[src/rtl/xnor_match_sched_if.sv]
// Request/operand/result bundle between compare users and the shared XNOR scheduler.
// The master drives req and operands; the slave returns grant, busy and the result.
// Parameters must match the scheduler instance that uses the slave modport.
interface xnor_match_sched_if #(
  parameter int WIDTH = 8,
  parameter int NREQ  = 4
);
  localparam int IDW = $clog2(NREQ);
  localparam int CW  = $clog2(WIDTH + 1);

  logic [NREQ-1:0]       req;
  logic [NREQ*WIDTH-1:0] a_in;
  logic [NREQ*WIDTH-1:0] b_in;
  logic [NREQ-1:0]       gnt;
  logic                  busy;
  logic                  done;
  logic [IDW-1:0]        done_id;
  logic [CW-1:0]         match_cnt;
  logic                  equal;

  modport master (
    output req, a_in, b_in,
    input  gnt, busy, done, done_id, match_cnt, equal
  );

  modport slave (
    input  req, a_in, b_in,
    output gnt, busy, done, done_id, match_cnt, equal
  );
endinterface

[src/rtl/xnor_match_sched.sv]
// Round-robin shares one 1-bit XNOR stage; streams the winner's operands LSB-first and counts matches.
// Latency: grant edge E0, done pulse after edge E_WIDTH; one operation occupies WIDTH+2 cycles.
// No queuing: requests seen in RUN/DONE are ignored, requester holds req until it sees its gnt.
module xnor_match_sched #(
  parameter int WIDTH = 8,
  parameter int NREQ  = 4
) (
  input  logic              clk,
  input  logic              rst_n,
  xnor_match_sched_if.slave bus
);

  localparam int IDW = $clog2(NREQ);
  localparam int CW  = $clog2(WIDTH + 1);
  // idx must still be at least one bit wide for a 1-bit operand build
  localparam int IW  = (WIDTH > 1) ? $clog2(WIDTH) : 1;
  localparam logic [IW-1:0] LAST_IDX = IW'(WIDTH - 1);

  typedef enum logic [1:0] {
    IDLE = 2'd0,
    RUN  = 2'd1,
    DONE = 2'd2
  } state_t;

  state_t            state_q, state_d;
  logic [IDW-1:0]    ptr_q, ptr_d;
  logic [IDW-1:0]    cur_q, cur_d;
  logic [WIDTH-1:0]  a_sh_q, a_sh_d;
  logic [WIDTH-1:0]  b_sh_q, b_sh_d;
  logic [CW-1:0]     acc_q, acc_d;
  logic [IW-1:0]     idx_q, idx_d;
  logic [NREQ-1:0]   gnt_q, gnt_d;
  logic              busy_q, busy_d;
  logic              done_q, done_d;
  logic [IDW-1:0]    done_id_q, done_id_d;
  logic [CW-1:0]     match_q, match_d;
  logic              equal_q, equal_d;

  logic              found;
  logic [IDW-1:0]    win;
  logic              xbit;
  logic [CW-1:0]     acc_sum;

  // Round-robin search: first set req starting one past the last winner, wrapping
  always_comb begin
    logic [IDW-1:0] cand;
    cand  = '0;
    found = 1'b0;
    win   = ptr_q;
    for (int k = 1; k <= NREQ; k++) begin
      cand = IDW'((int'(ptr_q) + k) % NREQ);
      if (!found && bus.req[cand]) begin
        found = 1'b1;
        win   = cand;
      end
    end
  end

  // The shared compare stage: one XNOR bit per cycle folded into the running count
  always_comb begin
    xbit    = ~(a_sh_q[0] ^ b_sh_q[0]);
    acc_sum = acc_q + CW'(xbit);
  end

  // Next-state and registered-output decode; everything holds unless a state acts on it
  always_comb begin
    state_d   = state_q;
    ptr_d     = ptr_q;
    cur_d     = cur_q;
    a_sh_d    = a_sh_q;
    b_sh_d    = b_sh_q;
    acc_d     = acc_q;
    idx_d     = idx_q;
    gnt_d     = '0;
    busy_d    = busy_q;
    done_d    = 1'b0;
    done_id_d = done_id_q;
    match_d   = match_q;
    equal_d   = equal_q;

    case (state_q)
      IDLE: begin
        if (found) begin
          // operands are captured only here; later a_in/b_in changes are invisible
          ptr_d   = win;
          cur_d   = win;
          a_sh_d  = bus.a_in[win*WIDTH +: WIDTH];
          b_sh_d  = bus.b_in[win*WIDTH +: WIDTH];
          acc_d   = '0;
          idx_d   = '0;
          gnt_d   = NREQ'(1) << win;
          busy_d  = 1'b1;
          state_d = RUN;
        end
      end
      RUN: begin
        acc_d  = acc_sum;
        a_sh_d = a_sh_q >> 1;
        b_sh_d = b_sh_q >> 1;
        idx_d  = idx_q + IW'(1);
        if (idx_q == LAST_IDX) begin
          match_d   = acc_sum;
          equal_d   = (acc_sum == CW'(WIDTH));
          done_id_d = cur_q;
          done_d    = 1'b1;
          state_d   = DONE;
        end
      end
      DONE: begin
        busy_d  = 1'b0;
        state_d = IDLE;
      end
      default: begin
        busy_d  = 1'b0;
        state_d = IDLE;
      end
    endcase
  end

  // State and datapath registers; reset aborts any operation in flight
  always_ff @(posedge clk or negedge rst_n) begin
    if (!rst_n) begin
      state_q   <= IDLE;
      ptr_q     <= IDW'(NREQ - 1);
      cur_q     <= '0;
      a_sh_q    <= '0;
      b_sh_q    <= '0;
      acc_q     <= '0;
      idx_q     <= '0;
      gnt_q     <= '0;
      busy_q    <= 1'b0;
      done_q    <= 1'b0;
      done_id_q <= '0;
      match_q   <= '0;
      equal_q   <= 1'b0;
    end else begin
      state_q   <= state_d;
      ptr_q     <= ptr_d;
      cur_q     <= cur_d;
      a_sh_q    <= a_sh_d;
      b_sh_q    <= b_sh_d;
      acc_q     <= acc_d;
      idx_q     <= idx_d;
      gnt_q     <= gnt_d;
      busy_q    <= busy_d;
      done_q    <= done_d;
      done_id_q <= done_id_d;
      match_q   <= match_d;
      equal_q   <= equal_d;
    end
  end

  assign bus.gnt       = gnt_q;
  assign bus.busy      = busy_q;
  assign bus.done      = done_q;
  assign bus.done_id   = done_id_q;
  assign bus.match_cnt = match_q;
  assign bus.equal     = equal_q;

endmodule

[src/flat_wrapper.sv]
// flat-port wrapper written by rule: the top's interface ports become plain ports
module xnor_match_sched_flat 
#(
  parameter int WIDTH = 8,
  parameter int NREQ  = 4
)
  (clk, rst_n, bus_req, bus_a_in, bus_b_in, bus_gnt, bus_busy, bus_done, bus_done_id, bus_match_cnt, bus_equal);
  xnor_match_sched_if #(.WIDTH(WIDTH), .NREQ(NREQ)) bus_i ();
  input  logic clk;
  input  logic rst_n;
  input wire logic [$bits(bus_i.req)-1:0] bus_req;
  input wire logic [$bits(bus_i.a_in)-1:0] bus_a_in;
  input wire logic [$bits(bus_i.b_in)-1:0] bus_b_in;
  output wire logic [$bits(bus_i.gnt)-1:0] bus_gnt;
  output wire logic [$bits(bus_i.busy)-1:0] bus_busy;
  output wire logic [$bits(bus_i.done)-1:0] bus_done;
  output wire logic [$bits(bus_i.done_id)-1:0] bus_done_id;
  output wire logic [$bits(bus_i.match_cnt)-1:0] bus_match_cnt;
  output wire logic [$bits(bus_i.equal)-1:0] bus_equal;
  assign bus_i.req = bus_req;
  assign bus_i.a_in = bus_a_in;
  assign bus_i.b_in = bus_b_in;
  assign bus_gnt = bus_i.gnt;
  assign bus_busy = bus_i.busy;
  assign bus_done = bus_i.done;
  assign bus_done_id = bus_i.done_id;
  assign bus_match_cnt = bus_i.match_cnt;
  assign bus_equal = bus_i.equal;
  xnor_match_sched #(.WIDTH(WIDTH), .NREQ(NREQ)) u_core (.clk(clk), .rst_n(rst_n), .bus(bus_i));
endmodule
[config.mk]
export PLATFORM = sky130hd
export DESIGN_NAME = xnor_match_sched_flat
export DESIGN_NICKNAME = d
export VERILOG_FILES = /design/src/rtl/xnor_match_sched_if.sv /design/src/rtl/xnor_match_sched.sv /design/src/flat_wrapper.sv
export SDC_FILE = /design/constraint.sdc
export NUM_CORES = 1
export LEC_CHECK = 0
export ABC_AREA = 0
export CORE_MARGIN = 8
export CORE_UTILIZATION = 49
export CTS_BUF_LIST = sky130_fd_sc_hd__clkbuf_4 sky130_fd_sc_hd__clkbuf_8
export DETAILED_ROUTE_END_ITERATION = 8
export PLACE_DENSITY = 0.92
export SLEW_MARGIN = 15
export SYNTH_ARGS = -nofsm -noshare
export SYNTH_HDL_FRONTEND = slang
export SYNTH_SLANG_ARGS = --single-unit
[constraint.sdc]
create_clock -name clk -period 4.95 [get_ports clk]
set_input_delay 0.7425 -clock clk [delete_from_list [all_inputs] [get_ports clk]]
set_output_delay 0.7425 -clock clk [all_outputs]
set_load 0.03 [all_outputs]
==> results_dict.tcl <==
set metrics [dict create \
    grt_pass1_vias 1995 \
    cts.clk_slew.worst_paths_ns 0.08 \
    synth_nets 263 \
    fillers 324 \
    portBuffers 82 \
    initial_utilization_pct 51.2 \
    layoutNonFillerInstCount 322 \
    yosys_register_bits 42 \
    grt_max_degree 43 \
    cts_buffers 5 \
    wire_per_inst_um 17.2 \
    detailed_place_hpwl_um 4160 \
    synth_compound_area_share_pct 19.5 \
    crit_fanout 22 \
    min_path_type "register to register" \
    fin_skew_ns 0.00938 \
    total_power_uw 1710 \
    maxCapViolCount 0 \
    yosys_warnings 0 \
    seqCellArea_mm2 0.00105 \
    ff2ff_path_depth 6 \
    remaining_drc_errors 0 \
    cts-root-buf "clkbuf_8" \
    viasPerCell 5.70 \
    grt_pass1_wl_um 9140 \
    min_path_cells 2 \
    cts_setup_buffers 0 \
    path_cells "clkdlybuf4s50_1, nor4_1, a21o_1, o21ai_0, o21ai_0" \
    synth-simple-area-share_pct 8.25 \
    final_nets 343 \
    power.density_mw_per_mm2 548 \
    fin_ws_ns 2.42 \
    place_ws_ns 2.11 \
    layout_min_cycle_time_ns 2.53 \
    synth_area_mm2 0.00223 \
    ir_worst_vdd_mv 0.248 \
    synthXorXnorAreaFrac_pct 1.18 \
    grt_use_total_pct 15.8 \
    die_x_um 83.4 \
    core.rowCount 24 \
    synth_area_per_cell_um2 11.8 \
    layout_common_cells "clkdlybuf4s50_1, dfrtp_1, mux2i_1, a22oi_1, nand2_1" \
    cp.arrival_ns 2.75 \
    yosys-mux-area-fraction_pct 15.9 \
    min_from "u_core.bus.match_cnt[3]$_DFFE_PN0P_" \
    worst-r2r-setup-slack_ns 2.75 \
    critPathMaxStageDelay_ns 0.65 \
    synth_top_area_cell "dfrtp_1" \
    outcome "finished, final reports clean" \
    crit_path_end_kind "register" \
    final_antenna_net_count 0 \
    wl_um 5540 \
    synth_top_family_by_area "compound AO/OA/AOI/OAI gates" \
    top_level_ports 83 \
    crit_top_cell "o21ai_0" \
    gp_congestion 0.765 \
    antenna-diode-count 0 \
    drtIter0Drc 123 \
    hold_end "u_core.bus.match_cnt[3]$_DFFE_PN0P_" \
    drtPass1Iterations 4 \
    synth-seq-area-share_pct 47.3 \
    vias 1834 \
    p_leak_uw 0.00137 \
    multiInputGateArea_mm2 0.00106 \
    core_mm2 0.00435 \
    cp-start-kind "primary input" \
    rsz0062_at_grt "false" \
    worst-setup-path-type "primary input to register" \
    reg2reg_to "u_core.a_sh_q[0]$_DFFE_PN0P_" \
    yosys.area.top_type_share_pct 44.9 \
    cts_htree_levels 2 \
    place_inst 314 \
    insertion_delay_ns 0.31 \
    cts_tree "yes" \
    grt_overflow 0 \
    die_y_um 83.4 \
    final_common_cell "clkdlybuf4s50_1" \
    drv_slew 0 \
    fin_setup_tns_ns 0 \
    required_ns 5.17 \
    cts_hold_buf 0 \
    synth_area_leaders "dfrtp_1, mux2i_1, a22oi_1" \
    antenna_found_initial 0 \
    area_growth_pct 39.8 \
    clk_path_buf_depth 2 \
    ys_types 37 \
    finalSetupViolations 0 \
    cts.sink_count 42 \
    tightest_slew_ns 0.897 \
    worstReg2RegStart "u_core.ptr_q[1]$_DFFE_PN1P_" \
    fin_util_pct 71.6 \
    synth_cells 189 \
    ctsResizeCount 0 \
    drive_above_1_share_pct 10.7 \
    finalHoldViolCount 0 \
    relSlewSlack_pct 40.2 \
    max_freq_ghz 0.395 \
    synthAdderAreaFrac_pct 2.25 \
    slowest_stage "a21o_1" \
    die-area_mm2 0.00696 \
    fin_crit_sh_pct 51.1 \
]
[power breakdown]
part | leakage (uW) | switching (uW) | internal [uW]
registers | 0.000528 | 93.0 | 493
logic | 0.000795 | 467 | 422
clock network | 0.0000472 | 120 | 112
[per-stage QoR]
stage	hold slack [ns]	instance area [um^2]
5_1_grt	0.513	3120
4_1_cts	0.494	3120
2_1_floorplan	0.443	2230
3_3_place_gp	0.456	3020
6_report	0.495	3120
3_5_place_dp	0.474	3020
[worst max-delay path, delay by kind of cell]
kind	cells	cell delay, ns
AND/OR/NAND/NOR	1	0.57
buffers and inverters	1	0.46
AO/OA/AOI/OAI	3	0.97
[state kept, by name, summed over array words and instances, names as in the netlist]
signal,count
u_core.bus.done,1
u_core.bus.done_id,2
u_core.b_sh_q,8
u_core.bus.gnt,4
u_core.cur_q,2
u_core.a_sh_q,8
u_core.ptr_q,2
u_core.bus.match_cnt,4
u_core.bus.equal,1
u_core.bus.busy,1
u_core.state_q,2
u_core.acc_q,4
u_core.idx_q,3
[how the worst max path moves through the flow]
stage / startpoint / cells past startpoint / to / slack, ns
after global routing: bus_req[2] / 7 / u_core.a_sh_q[0]$_DFFE_PN0P_ / 2.33
after global placement: bus_req[2] / 7 / u_core.a_sh_q[4]$_DFFE_PN0P_ / 2.17
after floorplan: bus_req[0] / 5 / u_core.b_sh_q[3]$_DFFE_PN0P_ / 3.01
after CTS: bus_req[2] / 7 / u_core.a_sh_q[0]$_DFFE_PN0P_ / 2.44
after detailed placement: bus_req[2] / 7 / u_core.a_sh_q[0]$_DFFE_PN0P_ / 2.11
final: bus_req[1] / 5 / u_core.acc_q[2]$_DFFE_PN0P_ / 2.42
[metal layers]
layer	global-route usage [%]	wire (um)	up-vias
met5	0	0	-
met4	5.97	77	0
met3	6.84	430	8
met2	26.7	2800	72
met1	17.1	2230	876
li1	-	-	878
[synth_stat cells]
master,n
nor2_1,7
nor3b_1,1
nor4_1,1
a22o_1,4
nor3_2,3
o21a_1,3
a21o_1,1
mux2_2,4
and2_1,1
a22oi_1,14
nand3_1,1
or3_1,1
buf_12,3
buf_2,4
dfrtp_1,40
o31a_2,2
o21ai_0,6
mux2i_1,31
nor3_1,2
clkbuf_1,2
dfstp_2,2
o41ai_1,1
o221ai_2,3
o21ai_2,1
and2b_2,1
a21oi_1,5
nand2_2,1
nand2b_1,2
nand2_1,13
a211oi_1,4
buf_6,2
xor2_1,1
o221ai_1,11
xnor2_1,2
inv_1,4
and3b_2,1
ha_1,4
[layout make-up]
type,instances,area share (%)
multi-input cells,132,33.9
clock inverters,2,0.402
flip-flops and latches,42,33.8
clock buffers,6,2.65
well taps,52,2.09
repair buffers,84,26.7
inverters,4,0.482
[cell families (layout without fill, tap and decap cells)]
kind of cell / Yosys count / after routing
xor+xnor: 3 / 3
simple gates: 35 / 35
fa+ha+maj: 4 / 4
mux: 35 / 35
buf+inv: 15 / 96
flops: 42 / 42
compound gates: 55 / 55
(Power assumes the default switching activity.)
